--- src/rtl/nibble_add16.sv ---
// nibble_add16: multi-cycle adder/subtractor that processes one 4-bit slice
// per clock, LSB first, through a single carry-lookahead slice. Operands are
// captured on accept, the result is presented with valid/ready handshaking.
//
// state | meaning
// IDLE  | waiting for an operation, in_ready=1
// RUN   | adding slice cnt_q, one per cycle
// DONE  | result and flags valid, waiting for out_ready
module nibble_add16 #(
  parameter int NIBBLES = 4
) (
  input  logic                 clk,
  input  logic                 rst_n,
  input  logic                 in_valid,
  output logic                 in_ready,
  input  logic [4*NIBBLES-1:0] a,
  input  logic [4*NIBBLES-1:0] b,
  input  logic                 sub,
  input  logic                 c_in,
  output logic                 out_valid,
  input  logic                 out_ready,
  output logic [4*NIBBLES-1:0] sum,
  output logic                 c_out,
  output logic                 ovf,
  output logic                 zero
);

  localparam int W  = 4 * NIBBLES;
  localparam int CW = (NIBBLES > 1) ? $clog2(NIBBLES) : 1;
  localparam logic [CW-1:0] LAST = CW'(NIBBLES - 1);

  typedef enum logic [1:0] {
    IDLE = 2'd0,
    RUN  = 2'd1,
    DONE = 2'd2
  } state_t;

  state_t        state_q, state_d;
  logic [CW-1:0] cnt_q, cnt_d;
  logic [W-1:0]  a_q, a_d;
  logic [W-1:0]  b_q, b_d;
  logic          carry_q, carry_d;
  logic [W-1:0]  sum_q, sum_d;
  logic          c_out_q, c_out_d;
  logic          ovf_q, ovf_d;
  logic          zero_q, zero_d;

  logic [3:0] sl_a, sl_b, sl_g, sl_p, sl_s;
  logic [4:0] sl_c;

  // Carry-lookahead slice over the nibble currently selected by cnt_q.
  always_comb begin
    sl_a = a_q[4*cnt_q +: 4];
    sl_b = b_q[4*cnt_q +: 4];
    sl_g = sl_a & sl_b;
    sl_p = sl_a ^ sl_b;
    sl_c[0] = carry_q;
    sl_c[1] = sl_g[0] | (sl_p[0] & carry_q);
    sl_c[2] = sl_g[1] | (sl_p[1] & sl_g[0]) | (sl_p[1] & sl_p[0] & carry_q);
    sl_c[3] = sl_g[2] | (sl_p[2] & sl_g[1]) | (sl_p[2] & sl_p[1] & sl_g[0])
            | (sl_p[2] & sl_p[1] & sl_p[0] & carry_q);
    sl_c[4] = sl_g[3] | (sl_p[3] & sl_g[2]) | (sl_p[3] & sl_p[2] & sl_g[1])
            | (sl_p[3] & sl_p[2] & sl_p[1] & sl_g[0])
            | (sl_p[3] & sl_p[2] & sl_p[1] & sl_p[0] & carry_q);
    sl_s = sl_p ^ sl_c[3:0];
  end

  // State register.
  always_ff @(posedge clk) begin
    if (!rst_n) state_q <= IDLE;
    else        state_q <= state_d;
  end

  // Next-state, datapath next values and handshake outputs.
  always_comb begin
    state_d   = state_q;
    cnt_d     = cnt_q;
    a_d       = a_q;
    b_d       = b_q;
    carry_d   = carry_q;
    sum_d     = sum_q;
    c_out_d   = c_out_q;
    ovf_d     = ovf_q;
    zero_d    = zero_q;
    in_ready  = 1'b0;
    out_valid = 1'b0;
    unique case (state_q)
      IDLE: begin
        in_ready = 1'b1;
        if (in_valid) begin
          // Subtraction is A + ~B + 1, so c_in is replaced by a forced 1.
          a_d     = a;
          b_d     = sub ? ~b : b;
          carry_d = sub ? 1'b1 : c_in;
          cnt_d   = '0;
          state_d = RUN;
        end
      end
      RUN: begin
        sum_d[4*cnt_q +: 4] = sl_s;
        carry_d = sl_c[4];
        if (cnt_q == LAST) begin
          // Flags are frozen here from the completed sum so DONE holds them.
          c_out_d = sl_c[4];
          ovf_d   = (a_q[W-1] == b_q[W-1]) & (sum_d[W-1] != a_q[W-1]);
          zero_d  = (sum_d == '0);
          cnt_d   = '0;
          state_d = DONE;
        end else begin
          cnt_d = cnt_q + CW'(1);
        end
      end
      DONE: begin
        out_valid = 1'b1;
        if (out_ready) state_d = IDLE;
      end
      default: state_d = IDLE;
    endcase
  end

  // Datapath and result registers; reset drops any in-flight operation.
  always_ff @(posedge clk) begin
    if (!rst_n) begin
      cnt_q   <= '0;
      a_q     <= '0;
      b_q     <= '0;
      carry_q <= 1'b0;
      sum_q   <= '0;
      c_out_q <= 1'b0;
      ovf_q   <= 1'b0;
      zero_q  <= 1'b0;
    end else begin
      cnt_q   <= cnt_d;
      a_q     <= a_d;
      b_q     <= b_d;
      carry_q <= carry_d;
      sum_q   <= sum_d;
      c_out_q <= c_out_d;
      ovf_q   <= ovf_d;
      zero_q  <= zero_d;
    end
  end

  assign sum   = sum_q;
  assign c_out = c_out_q;
  assign ovf   = ovf_q;
  assign zero  = zero_q;

endmodule
--- config.mk ---
export PLATFORM = sky130hd
export DESIGN_NAME = nibble_add16
export DESIGN_NICKNAME = d
export VERILOG_FILES = /design/src/rtl/nibble_add16.sv
export SDC_FILE = /design/constraint.sdc
export NUM_CORES = 1
export LEC_CHECK = 0
export ABC_AREA = 1
export CAP_MARGIN = 15
export CORE_UTILIZATION = 35
export DETAILED_ROUTE_END_ITERATION = 12
export HOLD_SLACK_MARGIN = 0.1
export PLACE_DENSITY_LB_ADDON = 0.3
export REMOVE_ABC_BUFFERS = 1
export SLEW_MARGIN = 40
export SYNTH_ARGS = -nofsm -noshare
export SYNTH_HDL_FRONTEND = slang
export SYNTH_SLANG_ARGS = --single-unit
--- constraint.sdc ---
create_clock -name clk -period 8 [get_ports clk]
set_input_delay 1.6 -clock clk [delete_from_list [all_inputs] [get_ports clk]]
set_output_delay 1.6 -clock clk [all_outputs]
set_load 0.005 [all_outputs]
# Yosys cells after proc, flatten, opt, wreduce, memory -nomap -nowiden
# Index checks and enable logic that the tools add are counted.
# word_totals
word_cells	75
out_inout_bits	21
reg_bits	56
in_bits	38
# classes
shift	4
n_addsub	2
n_mux	14
n_reduce_logical	7
n_eq_ne	8
bitwise	31
# op_table
operator	n
negation 4 -> 34 bit	1
variable shift 4 x 34 -> 16 bit, first input constant	1
variable part select 4 x 34 -> 16 bit	1
variable part select 16 x 5 -> 4 bit	2
bitwise AND 1 bit	17
bitwise mux 16 bit	1
zero test 16 bit	1
2-to-1 mux 16 bit	1
inverter 16 bit	1
2-to-1 mux 2 bit	5
OR 1 bit	10
bitwise XOR 4 bit	2
!= test 2 bit, second input constant	3
one-hot mux 2 bit (3 select lines)	1
AND reduction 2 bit	3
bitwise AND 4 bit	1
equality test 2 bit, second input constant	2
2-to-1 mux 1 bit	4
one-hot mux 2 bit (2 select lines)	1
AND reduction 3 bit	1
adder 2 x 1 -> 2 bit, second input constant	1
equality test 2 x 1 -> 1 bit, second input constant	1
zero test 2 bit	1
one-hot mux 1 bit (2 select lines)	1
other kinds (3)	3

# Depth between registers and ports, before layout
# logic_depth
word_depth	11
ltp_mapped	19

# Least setup slack after synthesis
# OpenSTA, ideal clock, no wires.
# synth_timing
path_type	register -> register
from	reg cnt_q[0]
to	reg zero_q, in the netlist zero
setup_ns	0.066
n_path_buf	3
t_required_ns	7.934
synth_period_minus_slack_ns	2.604
path_stages_with_launch	18
t_arrival_ns	2.538
path_slack_ns	5.396
path_cell_list	dfxtp_1 buf_4 buf_2 clkbuf_1 nor2_1 o22ai_1 fa_1 inv_1 nor2_1 nand2_1 nand2_1 nor2_1 nand2_1 nor2_1 nand3_1 nor2_1 nand3_1 a21oi_2
# synth_between
elab_chain_len	10
# synth_lines
element	line_no	rtl
from (decl)	39	logic [CW-1:0] cnt_q, cnt_d;
from (signal assigned)	133	cnt_q <= cnt_d;
variable part select 16 x 5 -> 4 bit (on tied branches)	53, 54	
bitwise XOR 4 bit / bitwise AND 4 bit (equally long branches)	56, 55	
bitwise AND 1 bit (on tied branches)	60, 61	
OR 1 bit, or another cell as far along	60	sl_c[3] = sl_g[2] | (sl_p[2] & sl_g[1]) | (sl_p[2] & sl_p[1] & sl_g[0])
OR 1 bit / bitwise AND 1 bit (equally long branches)	60, 61	
OR 1 bit	61	| (sl_p[2] & sl_p[1] & sl_p[0] & carry_q);
bitwise XOR 4 bit	65	sl_s = sl_p ^ sl_c[3:0];
variable part select 4 x 34 -> 16 bit	100	sum_d[4*cnt_q +: 4] = sl_s;
bitwise mux 16 bit	100	
zero test 16 bit	106	zero_d = (sum_d == '0);
to (signal assigned)	140	zero_q <= zero_d;
to (decl)	46	logic zero_q, zero_d;
# Several ways; a longest one is shown, not always the timed one.
# A chain may end at the register's enable or synchronous reset.

# Final worst setup path
# layout_timing
from	in in_valid
to	reg b_q[3]
# layout_between
elab_chain_len	1
# layout_lines
element	line_no	rtl
from (decl)	14	input logic in_valid,
AND reduction 2 bit (no source line)	-	
to (signal assigned)	126	b_q <= '0;
to (signal assigned)	135	b_q <= b_d;
to (decl)	41	logic [W-1:0] b_q, b_d;
# Every way passes these cells.

==> impl_metrics.csv <==
group,metric,value,unit
worst_setup_path,crit_fanout,45,
sta,fin_crit_sh,39.1,%
finish,finish.utilization,45.2,%
power,total_power,712,uW
sta,setup_violations,0,
power,p_per_area,190,nW/um^2
clock_tree,worstSkewPairLatency,310,ps
synthesis,synth_area_leader_cell,"dfxtp_1",
power,switching_share,31.3,%
sta,timing.fmax,320,MHz
clock_tree,cts_buffers,5,
worst_hold_path,worstHoldStart,"a_q[8]$_SDFFE_PN0P_",
worst_hold_path,holdPathStages,2,
synthesis,synth_common_cells,"88 x nor2_1, 56 x dfxtp_1, 53 x nand2_1",
power,comb_power_share,27.5,%
worst_setup_path,crit_start,"in_valid",
place,gp_congestion,0.830,
floorplanning,die_width,94.9,um
synthesis,synth_top_family_by_area,"simple AND/OR/NAND/NOR gates",
synthesis,post-synth-top-count-cell,"nor2_1",
clock_tree,cts_hold_buf,0,
global_routing,grt_pass1_vias,2534,
synthesis,async_flop_share,0,%
worst_setup_path,critPathCaptureType,"flop",
sta,rsz0062_at_grt,"false",
worst_setup_path,crit_path_max_incr_delay,460,ps
sta,final-hold-violation-count,0,
finish,drive_gt1_share,6.30,%
finish,area_delta_synth_final,24.2,%
clock_tree,postCtsSetupRepairBufs,0,
detailed_routing,drt-total-wl,6.88,mm
synthesis,yosysWarnings,0,
sta,finalClockSkew,9.43,ps
worst_setup_path,crit_required,8220,ps
worst_setup_path,cp.arrival,3350,ps
worst_setup_path,start_kind,"primary input",
power,seqPwrFrac,44.9,%
detailed_routing,drtPass1Iterations,4,
outcome,outcome,"finished clean",
clock_tree,cts_resized,0,
global_routing,track_usage,16.2,%
synthesis,ys.flop_type,"dfxtp_1",
synthesis,synth-simple-area-share,23.2,%
worst_setup_path,rr_endpoint,"zero$_SDFFE_PN0P_",
global_routing,grt_pass1_wl,11.6,mm
power,leakage,1.66,nW
worst_setup_path,path_delay_family,"buffers and inverters",
detailed_routing,wl_per_cell,11.8,um
finish,antenna_cells,0,
synthesis,syn_area_per_cell,6.99,um^2
power,p_clk_share,27.6,%
synthesis,synth_top_area_share,37.1,%
floorplanning,fp-row-count,33,
synthesis,synth_cells,432,
worst_setup_path,crit_chain,"clkdlybuf4s50_1 -> nand2_1 -> inv_1 -> buf_4 -> nor2_1 -> a211oi_1",
worst_setup_path,r2r_start,"cnt_q[0]$_SDFFE_PN0P_",
clock_tree,clockBufferDepth,2,
clock_tree,cts_tree,"done",
power,power.internal,489,uW
floorplanning,dieArea,9010,um^2
sta,timing.slew.headroom,61.6,%
synthesis,synth_adder_area_share,5.22,%
place,port_buffers,58,
detailed_routing,ant_nets,0,
place,dpl.hpwl,4.98,mm
floorplanning,core-area,8300,um^2
sta,worst_pin_slew,575,ps
sta,setup_tns,0,ps
synthesis,synth_compound_area_share,19.6,%
synthesis,synth.distinct_cells,31,
worst_setup_path,critPathKind,"in -> reg",
synthesis,synth_edf_count,0,
global_routing,grt_max_degree,46,
detailed_routing,via_per_inst,4.79,
synthesis,syn_area,3020,um^2
synthesis,synth_xor_area_share,4.64,%
detailed_routing,vias,2783,
floorplanning,io_pins,59,
floorplanning,start_util,36.4,%
worst_setup_path,reg2reg_slack,4950,ps
finish,nets,525,
sta,drv_slew,0,
worst_setup_path,cpMaxStageDelayCell,"clkdlybuf4s50_1",
global_routing,grt_overflow,0,
clock_tree,cts_root_buf,"clkbuf_8",
worst_setup_path,r2r.worst_path.cells,15,
synthesis,synth.area.mux_share,0,%
synthesis,synth-seq-cells,56,
power,irDropWorstVdd,78.4,uV
floorplanning,fp.dieH,94.9,um
sta,min_period,3130,ps
synthesis,ys_seq_area_share,37.1,%
clock_tree,cts_max_level,2,
clock_tree,path_clk_slew,100,ps
job,cap_violations,0,
clock_tree,cts_sinks,56,
worst_setup_path,critPathBufInv,3,
power,power.switching,223,uW
worst_hold_path,hold_path_class,"reg -> reg",
global_routing,antenna_found_initial,0,
worst_hold_path,min_to,"a_q[8]$_SDFFE_PN0P_",
detailed_routing,drt-initial-drc-count,125,
synthesis,yosys-top-cells-area,"dfxtp_1 37%, nor2_1 11%, o21ai_0 8.1%",
detailed_routing,drc,0,
per-stage QoR:
step	cell area, um^2	std cells	setup slack (ps)	hold WS, ps
floorplan	2920	409	4960	450
global placement	3640	573	4150	456
detailed placement	3640	573	4530	467
CTS	3760	581	4850	490
global route	3750	581	4620	514
finish	3750	581	4870	483
kinds of logic after synthesis:
| family | after synthesis |
|---|---|
| buf+inv | 78 |
| fa+ha+maj | 12 |
| simple gates | 170 |
| compound gates | 100 |
| flops | 56 |
| xor+xnor | 16 |
worst max-delay path by stage:
stage                            to  slack (ps)  cells past startpoint
4_1_cts         b_q[3]$_SDFFE_PN0P_        4850                      6
5_1_grt           zero$_SDFFE_PN0P_        4620                     15
3_5_place_dp    b_q[3]$_SDFFE_PN0P_        4530                      6
6_report        b_q[3]$_SDFFE_PN0P_        4870                      6
3_3_place_gp    sum[9]$_SDFFE_PN0P_        4150                      5
2_1_floorplan  carry_q$_SDFFE_PN0P_        4960                      5
cell usage in the layout, fill, tap and decap left out, types with 11 or more instances in the layout:
master	count
a211oi_1	15
a21oi_1	11
clkdlybuf4s50_1	56
dfxtp_1	55
ha_1	11
inv_1	48
nand2_1	53
nand3_1	14
nor2_1	88
o21ai_0	49
xnor2_1	15
cell type report:
class	count	area, um^2
fillers	852	4550
well taps	105	131
multi-input cells	298	1590
clock inverters	2	38.8
clock buffers	6	82.6
inverters	55	206
flip-flops and latches	56	1120
repair buffers	59	578
routing by layer:
metal	routed length (um)	up-vias	track usage, %
met4	30	0	3.66
li1	-	1480	-
met3	297	4	2.98
met5	0	-	0
met2	3240	57	28.1
met1	3310	1242	20.7
power groups by stage:
stage | Sequential [mW] | Clock (mW) | Combinational (mW)
floorplan | 0.323 | 0 | 0.127
global placement | 0.326 | 0 | 0.190
detailed placement | 0.327 | 0 | 0.196
CTS | 0.320 | 0.202 | 0.196
global route | 0.324 | 0.214 | 0.222
finish | 0.320 | 0.196 | 0.196
registers in the layout, summed over array words and instances (netlist names), 2 cells and up:
| signal | flops |
|---|---|
| a_q | 16 |
| b_q | 16 |
| cnt_q | 2 |
| sum | 16 |
| state_q | 2 |
worst reg2reg max path, delay by kind of cell (launching register included):
family                   cells  cell delay [ps]
AND/OR/NAND/NOR              9              820
flip-flops                   1              680
buffers and inverters        2              390
AO/OA/AOI/OAI                3              530
adder cells (fa/ha/maj)      1              570
Power figures use the tool's default switching activity.
